$ cat config.mk
export PLATFORM = sky130hd
export DESIGN_NAME = dense_feeder
export DESIGN_NICKNAME = d
export VERILOG_FILES = /design/src/rtl/dense_feeder.sv
export SDC_FILE = /design/constraint.sdc
export NUM_CORES = 1
export LEC_CHECK = 0
export BUFFER_PORTS_ARGS = -buffer_cell sky130_fd_sc_hd__buf_2
export CAP_MARGIN = 0
export CORE_MARGIN = 8
export CORE_UTILIZATION = 52
export DETAILED_ROUTE_END_ITERATION = 8
export PLACE_DENSITY = 0.85
export SYNTH_ARGS = -nofsm -noshare
export SYNTH_HDL_FRONTEND = slang
export SYNTH_SLANG_ARGS = --single-unit
$ cat constraint.sdc
create_clock -name clk -period 4.3 [get_ports clk]
set_clock_uncertainty 0.15 [all_clocks]
set_input_delay 0.43 -clock clk [delete_from_list [all_inputs] [get_ports clk]]
set_output_delay 0.43 -clock clk [all_outputs]
set_load 0.02 [all_outputs]
$ cat src/rtl/dense_feeder.sv
// dense_feeder
// Initiator for the dense datapath. Pulls activation/weight pairs from two
// ready/valid streams in chunks of up to nine words, pre-pads short chunks
// with zeros so the live words sit on taps 1..k, holds dense_valid for the
// MAC latency, accumulates one partial per chunk and emits one saturated
// result per output neuron.
//
// Ports
//   clk, rst                        clock, asynchronous active-high reset
//   start, in_len, out_len          job launch (N inputs, M neurons)
//   busy, done                      job status
//   act_valid/act_ready/act_data    activation stream
//   wt_valid/wt_ready/wt_data       weight stream
//   shifting_line, line_buffer_reset, input_line, row_length
//   shifting_filter, input_filter   densing buffer load interface
//   dense_valid                     live tap count during the MAC window
//   out_dense_data                  MAC partial returned by densing
//   res_valid/res_ready/res_data    per-neuron result stream
module dense_feeder #(
  parameter int DATA_W  = 16,
  parameter int FILT_W  = 16,
  parameter int LEN_W   = 16,
  parameter int ADDR_W  = 10,
  parameter int ACC_W   = 32,
  parameter int MAC_LAT = 2
) (
  input  logic              clk,
  input  logic              rst,
  input  logic              start,
  input  logic [LEN_W-1:0]  in_len,
  input  logic [LEN_W-1:0]  out_len,
  output logic              busy,
  output logic              done,
  input  logic              act_valid,
  output logic              act_ready,
  input  logic [DATA_W-1:0] act_data,
  input  logic              wt_valid,
  output logic              wt_ready,
  input  logic [FILT_W-1:0] wt_data,
  output logic              shifting_line,
  output logic              line_buffer_reset,
  output logic [DATA_W-1:0] input_line,
  output logic [ADDR_W-1:0] row_length,
  output logic              shifting_filter,
  output logic [FILT_W-1:0] input_filter,
  output logic [7:0]        dense_valid,
  input  logic [DATA_W-1:0] out_dense_data,
  output logic              res_valid,
  input  logic              res_ready,
  output logic [DATA_W-1:0] res_data
);

  typedef enum logic [2:0] {
    S_IDLE, S_CLR, S_PAD, S_LOAD, S_WAIT, S_ACC, S_EMIT
  } state_t;

  localparam logic [ADDR_W-1:0] ROW_LEN = ADDR_W'(9);
  localparam logic [7:0]        LAT_LAST = 8'(MAC_LAT - 1);
  localparam logic signed [ACC_W-1:0] SAT_MAX =
    {{(ACC_W-DATA_W+1){1'b0}}, {(DATA_W-1){1'b1}}};
  localparam logic signed [ACC_W-1:0] SAT_MIN =
    {{(ACC_W-DATA_W+1){1'b1}}, {(DATA_W-1){1'b0}}};

  // Chunk size for the words still owed to the current neuron.
  function automatic logic [3:0] chunk_k(input logic [LEN_W-1:0] r);
    if (r >= LEN_W'(9)) begin
      return 4'd9;
    end else begin
      return r[3:0];
    end
  endfunction

  // Clamp the wide accumulator into the signed result width.
  function automatic logic [DATA_W-1:0] sat(input logic signed [ACC_W-1:0] v);
    if (v > SAT_MAX) begin
      return SAT_MAX[DATA_W-1:0];
    end else if (v < SAT_MIN) begin
      return SAT_MIN[DATA_W-1:0];
    end else begin
      return v[DATA_W-1:0];
    end
  endfunction

  state_t              state_r;
  logic [LEN_W-1:0]    n_r;
  logic [LEN_W-1:0]    m_r;
  logic [LEN_W-1:0]    neuron_r;
  logic [LEN_W-1:0]    rem_r;
  logic [3:0]          k_r;
  logic [7:0]          cnt_r;
  logic signed [ACC_W-1:0] acc_r;
  logic                busy_r;
  logic                done_r;
  logic                lbr_r;
  logic                pad_r;
  logic [7:0]          dv_r;
  logic                res_valid_r;
  logic [DATA_W-1:0]   res_data_r;

  logic                xfer_s;
  logic signed [ACC_W-1:0] part_s;
  logic signed [ACC_W-1:0] acc_next_s;
  logic [LEN_W-1:0]    rem_next_s;

  // Transfer qualification and load-side datapath; a word moves only when
  // both streams offer one, so line and filter taps stay paired.
  always_comb begin
    xfer_s          = (state_r == S_LOAD) && act_valid && wt_valid;
    act_ready       = xfer_s;
    wt_ready        = xfer_s;
    shifting_line   = pad_r | xfer_s;
    shifting_filter = pad_r | xfer_s;
    if (xfer_s) begin
      input_line   = act_data;
      input_filter = wt_data;
    end else begin
      input_line   = {DATA_W{1'b0}};
      input_filter = {FILT_W{1'b0}};
    end
    part_s     = {{(ACC_W-DATA_W){out_dense_data[DATA_W-1]}}, out_dense_data};
    acc_next_s = acc_r + part_s;
    rem_next_s = rem_r - LEN_W'(k_r);
  end

  assign busy              = busy_r;
  assign done              = done_r;
  assign line_buffer_reset = lbr_r;
  assign row_length        = ROW_LEN;
  assign dense_valid       = dv_r;
  assign res_valid         = res_valid_r;
  assign res_data          = res_data_r;

  // Job sequencer: chunk loop per neuron, registered control outputs.
  always_ff @(posedge clk or posedge rst) begin
    if (rst) begin
      state_r     <= S_IDLE;
      n_r         <= {LEN_W{1'b0}};
      m_r         <= {LEN_W{1'b0}};
      neuron_r    <= {LEN_W{1'b0}};
      rem_r       <= {LEN_W{1'b0}};
      k_r         <= 4'd0;
      cnt_r       <= 8'd0;
      acc_r       <= {ACC_W{1'b0}};
      busy_r      <= 1'b0;
      done_r      <= 1'b0;
      lbr_r       <= 1'b0;
      pad_r       <= 1'b0;
      dv_r        <= 8'd0;
      res_valid_r <= 1'b0;
      res_data_r  <= {DATA_W{1'b0}};
    end else begin
      done_r <= 1'b0;
      case (state_r)
        S_IDLE: begin
          if (start) begin
            if ((in_len == {LEN_W{1'b0}}) || (out_len == {LEN_W{1'b0}})) begin
              done_r <= 1'b1;
            end else begin
              n_r      <= in_len;
              m_r      <= out_len;
              neuron_r <= {LEN_W{1'b0}};
              rem_r    <= in_len;
              k_r      <= chunk_k(in_len);
              acc_r    <= {ACC_W{1'b0}};
              busy_r   <= 1'b1;
              lbr_r    <= 1'b1;
              state_r  <= S_CLR;
            end
          end
        end
        S_CLR: begin
          lbr_r <= 1'b0;
          cnt_r <= 8'd0;
          if (k_r == 4'd9) begin
            state_r <= S_LOAD;
          end else begin
            // Zeros pushed ahead of the k real words park them on taps 1..k.
            cnt_r   <= {4'd0, 4'd9 - k_r};
            pad_r   <= 1'b1;
            state_r <= S_PAD;
          end
        end
        S_PAD: begin
          if (cnt_r == 8'd1) begin
            pad_r   <= 1'b0;
            cnt_r   <= 8'd0;
            state_r <= S_LOAD;
          end else begin
            cnt_r <= cnt_r - 8'd1;
          end
        end
        S_LOAD: begin
          if (xfer_s) begin
            if (cnt_r == ({4'd0, k_r} - 8'd1)) begin
              cnt_r   <= 8'd0;
              dv_r    <= {4'd0, k_r};
              state_r <= S_WAIT;
            end else begin
              cnt_r <= cnt_r + 8'd1;
            end
          end
        end
        S_WAIT: begin
          if (cnt_r == LAT_LAST) begin
            dv_r    <= 8'd0;
            cnt_r   <= 8'd0;
            state_r <= S_ACC;
          end else begin
            cnt_r <= cnt_r + 8'd1;
          end
        end
        S_ACC: begin
          acc_r <= acc_next_s;
          rem_r <= rem_next_s;
          if (rem_next_s == {LEN_W{1'b0}}) begin
            res_valid_r <= 1'b1;
            res_data_r  <= sat(acc_next_s);
            state_r     <= S_EMIT;
          end else begin
            k_r     <= chunk_k(rem_next_s);
            lbr_r   <= 1'b1;
            state_r <= S_CLR;
          end
        end
        S_EMIT: begin
          if (res_ready) begin
            res_valid_r <= 1'b0;
            res_data_r  <= {DATA_W{1'b0}};
            acc_r       <= {ACC_W{1'b0}};
            if (neuron_r == (m_r - LEN_W'(1))) begin
              done_r  <= 1'b1;
              busy_r  <= 1'b0;
              state_r <= S_IDLE;
            end else begin
              neuron_r <= neuron_r + LEN_W'(1);
              rem_r    <= n_r;
              k_r      <= chunk_k(n_r);
              lbr_r    <= 1'b1;
              state_r  <= S_CLR;
            end
          end
        end
        default: begin
          state_r <= S_IDLE;
        end
      endcase
    end
  end

endmodule

==> impl_results.md, run 1 <==
* Status: finished with violations
* Failing checks: hold timing
* Die area at 0.0229 mm^2
* Worst path slowest cell: fa_1
* First-pass GRT wire length at 42,900 um
* Seq. cell area at 0.00340 mm^2
* Rows at 49
* Synth Register Bits at 136
* Crit path launch: acc_r[0]$_DFFE_PP0P_
* Grt total ovfl at 0
* Most frequent cells in the layout: nand2_1 (193), buf_2 (145), dfrtp_1 (136)
* Root Driver: clkbuf_16
* Fmax at 249 MHz
* Total chip power at 7.44 mW
* DR WL/cell at 17.3 um
* Mean Syn Cell Area at 8.26 um^2
* Drt first pass iters at 6
* P&R area growth vs syn at 15.1%
* Gr usage total at 0.230
* Slew Limit Headroom at 0.241
* CTS Buffer Depth at 2
* Syn. warnings at 0
* Max Cap Viol at 0
* Post-Synthesis Cell Area at 0.00953 mm^2
* Placer Congestion at 0.915
* RSZ-0062 raised after global routing: false
* Post-synthesis async set-or-reset flop share at 1.00
* Clk sinks at 136
* Cells on worst reg2reg path at 13
* HPWL after DPL at 19,200 um
* Minimum clock period at 4.02 ns
* Fill count at 1,527
* CP Data Arrival Time at 4.16 ns
* P_leak at 5.22 nW
* CTS tree: built
* Worst-path clk slew at 0.06 ns
* Fin Setup TNS at 0 ns
* CP delay by family, top: compound AO/OA/AOI/OAI gates
* WP data required at 4.44 ns
* Final Hold Viols at 8
* Slew Limit Fails at 0
* R2R Path Start: acc_r[0]$_DFFE_PP0P_
* Multi-input gate area at 0.00575 mm^2
* Via count at 9,189
* Nets at 1,408
* Tcrit/Tclk final at 0.934
* CP Cell Sequence: ha_1 -> fa_1 -> a211o_1 -> a211oi_2 -> o21bai_2 -> a21bo_2 -> a311o_1 -> a31oi_1 -> xnor2_1 -> or4_4 -> o41ai_4 -> buf_4 -> a22oi_1
* Setup crit start kind: register
* CP max stage delay at 0.44 ns
* Buffers & Inverters on Critical Path at 1
* Post-route DRC at 0
* Die H at 151 um
* Number of synthesized flops with an enable pin at 0
* Pin count of the biggest net entering global routing at 85
* Hold-fix buffers at CTS at 0
* Hold_ws at -0.00916 ns
* Ys flop type: dfrtp_1
* CTS Buf Count at 17
* Syn Inst Count at 1,154
* Crit Path Class: reg2reg
* Register area share after synthesis at 0.357
* Most common cell after layout, fill and taps aside: nand2_1
* Core box area at 0.0180 mm^2
* Yosys cell types at 77
* Final ANT Viol Nets at 0
* Vias in the first global route at 8,859
* Worst reg2reg endpoint: res_data[6]$_DFFE_PP0P_
* Initial antenna violation count at 1
* Worst-path maximum fanout at 15
* Top-Level Pins at 160
* Clock latency on the worst-skew pair at 0.43 ns
* Via-to-Cell Ratio at 6.05
* H-tree depth at 4
* Final wirelength at 26,300 um
* Initial Util at 0.530
* Hold WC Path Type: in2async
* I/O Buffers at 145
* Initial DRC Count at 603
* Ant diodes at 0
* Pwr Density at 678 mW/mm^2
* Ratio of cells with drive above 1 in the final layout at 0.169
* Final setup viols at 0
* Die X at 151 um
* Worst-Margin Slew at 1.14 ns
* Post-CTS Setup Bufs at 0
* Setup slack on the worst flop-to-flop path at 0.28 ns
* Crit end category: register
* VDD IR max at 0.358 mV
==> layout make-up <==
class / count / share of cell area
inverter: 30 / 0.0107
timing repair buffer: 161 / 0.0771
clock inverter: 13 / 0.0111
multi-input combinational: 932 / 0.524
clock buffer: 19 / 0.0404
sequential: 136 / 0.310
tap: 229 / 0.0261
==> cells by family (layout without fill, tap and decap cells) <==
logic type,after synthesis,in the layout,synth area share
AOI/OAI and AO/OA,335,335,0.233
xor gates and xnor gates,68,68,0.0625
adders and majority gates,44,44,0.0594
buffers and inverters,98,223,0.0458
DFF,136,136,0.357
muxes,8,8,0.00867
other,2,14,0.000788
and+or+nand+nor,463,463,0.233
==> metrics by stage <==
step	area, um^2	std cells	utilization	setup WS [ns]
final	11000	1520	0.611	0.282
after floorplan	9570	1166	-	0.0805
after detailed placement	10400	1488	0.579	0.123
after global placement	10400	1488	0.579	0.200
after global routing	11000	1520	0.611	0.0870
after CTS	11000	1520	0.610	0.275
==> layer usage <==
layer | part of all wire | vias up | track usage
met3 | 0.077 | 44 | 0.0496
met2 | 0.49 | 367 | 0.378
met5 | 0.00038 | - | 0
met4 | 0.018 | 2 | 0.0866
met1 | 0.41 | 4370 | 0.292
li1 | - | 4406 | -
==> timing repair <==
| item | in CTS | in global routing |
|---|---|---|
| setup endpoints to repair | 0 | 1 |
| hold endpoints to repair | 0 | 0 |
| resized for setup | 0 | 1 |
==> worst max-delay path by stage <==
| stage | cells past startpoint | slack, ns | end |
|---|---|---|---|
| final | 13 | 0.28 | res_data[6]$_DFFE_PP0P_ |
| after global routing | 13 | 0.09 | res_data[0]$_DFFE_PP0P_ |
| after CTS | 13 | 0.28 | res_data[6]$_DFFE_PP0P_ |
| after detailed placement | 14 | 0.12 | res_data[0]$_DFFE_PP0P_ |
| after global placement | 14 | 0.20 | res_data[0]$_DFFE_PP0P_ |
| after floorplan | 1 | 0.08 | acc_r[0]$_DFFE_PP0P_ |
==> power breakdown <==
| part | leakage [nW] | total (mW) | switching, mW | internal [mW] |
|---|---|---|---|---|
| clock | 0.262 | 1.40 | 0.582 | 0.814 |
| combinational | 3.18 | 3.85 | 2.36 | 1.48 |
| sequential | 1.77 | 2.19 | 0.491 | 1.70 |
| total | 5.22 | 7.44 | 3.44 | 4.00 |
==> synthesized netlist by cell type, types with 13 or more instances <==
master,number,share of area
nand2_1,193,0.076
dfrtp_1,136,0.36
a21oi_1,90,0.047
o21ai_0,80,0.042
nor2_1,78,0.031
clkbuf_1,46,0.018
and2_1,42,0.028
ha_1,42,0.055
xnor2_1,37,0.034
a22o_1,35,0.032
xor2_1,31,0.029
inv_1,30,0.012
nor4_1,28,0.018
nor3_1,27,0.014
nand3_1,26,0.014
buf_4,16,0.013
a22oi_1,15,0.012
a21o_1,14,0.011
nand4_1,13,0.0085
==> state kept, by name, indices dropped and copies added, names as in the netlist <==
name               flops
busy                   1
acc_r                 32
res_data              16
neuron_r              16
line_buffer_reset      1
done                   1
m_r                   16
cnt_r                  8
rem_r                 16
state_r                3
res_valid              1
pad_r                  1
k_r                    4
dense_valid            4
n_r                   16
No activity file was read; power rests on OpenSTA's default activity.
==> inputs of run 2 (changes only) <==
CELL_PAD_IN_SITES_DETAIL_PLACEMENT = 1   (was unset)
CELL_PAD_IN_SITES_GLOBAL_PLACEMENT = 1   (was unset)
CORE_UTILIZATION = 39   (was 52)
==> run 2 against run 1 <==
- the run now ends clean
- first-iteration DRC count shrank 10%
- clock power is 6% higher
- sequential cell count stayed put
- clock-buffer cell count up 1
- non-clock buffer count up 3
- die area rose by 30%
- critical path type unchanged
- critical endpoint is now k_r[0]$_DFFE_PP0P_
- largest cell class unchanged
==> impl_results.md, run 2 (same netlist as run 1, synthesis figures left out) <==
* Nets at 1,411 (+0.21%)
* Pin count of the biggest net entering global routing at 85 (unchanged)
* Gr usage total at 0.207 (-0.0236)
* HPWL after DPL at 22,900 um (+19%)
* Buffers & Inverters on Critical Path at 1 (unchanged)
* Vias in the first global route at 9,707 (+9.6%)
* Drt first pass iters at 8 (+2)
* Fin Setup TNS at 0 ns (unchanged)
* Pwr Density at 695 mW/mm^2 (+2.5%)
* CP Cell Sequence: ha_1 -> inv_1 -> fa_1 -> a21o_1 -> and2_1 -> nor3_1 -> a221oi_1 -> nor4_2 -> nand2_1 -> a21oi_1 -> o21ai_0 -> nand2_1 -> mux2_2
* CP Data Arrival Time at 4.22 ns (+0.06 ns)
* Worst setup path end: k_r[0]$_DFFE_PP0P_
* Top cell by count, worst path: nand2_1
* Most flop-heavy register: acc_r
* Ant diodes at 0 (unchanged)
* VDD IR max at 0.247 mV (-31%)
* Via count at 9,252 (+0.69%)
* Worst-Margin Slew at 0.766 ns (-0.371 ns)
* Met3 wire len at 1280 um (-37%)
* Clock latency on the worst-skew pair at 0.43 ns (about the same)
* Die X at 172 um (+14%)
* Setup crit start kind: register
* Worst-path clk slew at 0.07 ns (about the same)
* Die area at 0.0297 mm^2 (+30%)
* Slew Limit Headroom at 0.489 (+0.248)
* M1 WL at 13,400 um (+23%)
* Setup slack on the worst flop-to-flop path at 0.25 ns (-0.04 ns)
* Top-Level Pins at 160 (unchanged)
* Final setup viols at 0 (unchanged)
* Grt total ovfl at 0 (unchanged)
* P&R area growth vs syn at 16.8%
* RSZ-0062 raised after global routing: false
* WP data required at 4.46 ns (+0.02 ns)
* Resized cells post-CTS at 0 (unchanged)
* P_leak at 5.24 nW (+0.51%)
* Initial antenna violation count at 2 (+1)
* Worst reg2reg endpoint: k_r[0]$_DFFE_PP0P_
* CTS Buffer Depth at 2 (unchanged)
* Die H at 172 um (+14%)
* Slew Limit Fails at 0 (unchanged)
* Hold-fix buffers at CTS at 0 (unchanged)
* H-tree depth at 4 (unchanged)
* CP delay by family, top: simple AND/OR/NAND/NOR gates
* Initial Util at 0.394 (-0.136)
* DR WL/cell at 19.1 um (+10%)
* Ratio of cells with drive above 1 in the final layout at 0.171 (+0.00193)
* Final ANT Viol Nets at 0 (unchanged)
* CTS Buf Count at 17 (unchanged)
* Crit path launch: k_r[0]$_DFFE_PP0P_
* Met2 WL post-DR at 15,500 um (+20%)
* Tcrit/Tclk final at 0.943 (+0.00829)
* Cells on worst reg2reg path at 13 (unchanged)
* Minimum clock period at 4.05 ns (+0.0356 ns)
* Core Util, Final at 0.460 (-0.150)
* Via-to-Cell Ratio at 5.72 (-5.4%)
* Final wirelength at 30,900 um (+17%)
* Rows at 57 (+16%)
* Clk sinks at 136 (unchanged)
* Status: completed
* First-pass GRT wire length at 49,500 um (+15%)
* Most frequent cells in the layout: nand2_1 (193), buf_2 (145), dfrtp_1 (136)
* Post-CTS Setup Bufs at 0 (unchanged)
* Area post-placement at 0.0105 mm^2 (+1.4%)
* Post-route DRC at 0 (unchanged)
* Worst path slowest cell: dfrtp_1
* CP max stage delay at 0.47 ns (+0.03 ns)
* Core box area at 0.0242 mm^2 (+35%)
* Finished layout cell area at 0.0111 mm^2 (+1.5%)
* Crit Path Class: reg2reg
* Number of flip-flops in the largest register at 32 (unchanged)
* CTS tree: built
* WP depth at 13 (unchanged)
* R2R Path Start: k_r[0]$_DFFE_PP0P_
* I/O Buffers at 145 (unchanged)
* Max Cap Viol at 0 (unchanged)
* Placer Congestion at 0.928 (+1.4%)
* Worst-path maximum fanout at 7 (-8)
* Most common cell after layout, fill and taps aside: nand2_1
* Root Driver: clkbuf_16
* Final Hold Viols at 0 (-8)
* Hold WC Path Type: in2async
* Top sig layer: met5
* Initial DRC Count at 541 (-10%)
* Fmax at 247 MHz (-0.88%)
* Crit end category: register
==> run 2: cell count changes in the layout (fill, tap and decap cells not counted), sizes merged <==
| cell | delta |
|---|---|
| bufinv | +1 |
| clkbuf | +1 |
| inv | +1 |
| clkinvlp | -2 |
| clkinv | -1 |
| buf | +3 |
==> run 2: power by group <==
part	internal (mW)	switching, mW
combinational	1.51	2.54
clock	0.864	0.622
sequential	1.70	0.496
==> run 2: worst min path at each step <==
stage                                     startpoint                    endpoint  slack [ns]  cells after the start
after floorplan                 rem_r[0]$_DFFE_PP0P_        rem_r[0]$_DFFE_PP0P_        0.30                      2
after global placement    dense_valid[2]$_DFFE_PP0P_  dense_valid[2]$_DFFE_PP0P_        0.31                      2
after detailed placement  dense_valid[3]$_DFFE_PP0P_  dense_valid[3]$_DFFE_PP0P_        0.31                      2
after CTS                                        rst          m_r[4]$_DFFE_PP0P_        0.04                      2
after global routing                      out_len[2]          m_r[2]$_DFFE_PP0P_        0.06                      3
final                                            rst          m_r[2]$_DFFE_PP0P_       0.005                      2
==> run 2: layout make-up <==
class	count	area, um^2
Timing Repair Buffer	164	868
Multi-Input combinational cell	932	5760
Fill cell	2980	13000
Clock buffer	20	437
Clock inverter	12	143
Sequential cell	136	3400
Inverter	30	118
Tap cell	324	405
==> run 2: through the flow <==
stage	hold WS, ns	total power, mW	setup slack, ns	std cells
floorplan	0.300	5.03	0.0805	1166
global placement	0.309	5.99	0.172	1586
detailed placement	0.310	6.17	0.113	1586
CTS	0.0370	7.72	0.254	1618
global route	0.0601	8.29	0.0382	1618
finish	0.00528	7.74	0.247	1618
==> run 2: layer usage <==
layer  track usage  vias to the layer above
met5             0                        -
met4        0.0663                        4
met3        0.0411                       56
met2         0.362                      204
met1         0.252                     4579
li1              -                     4409
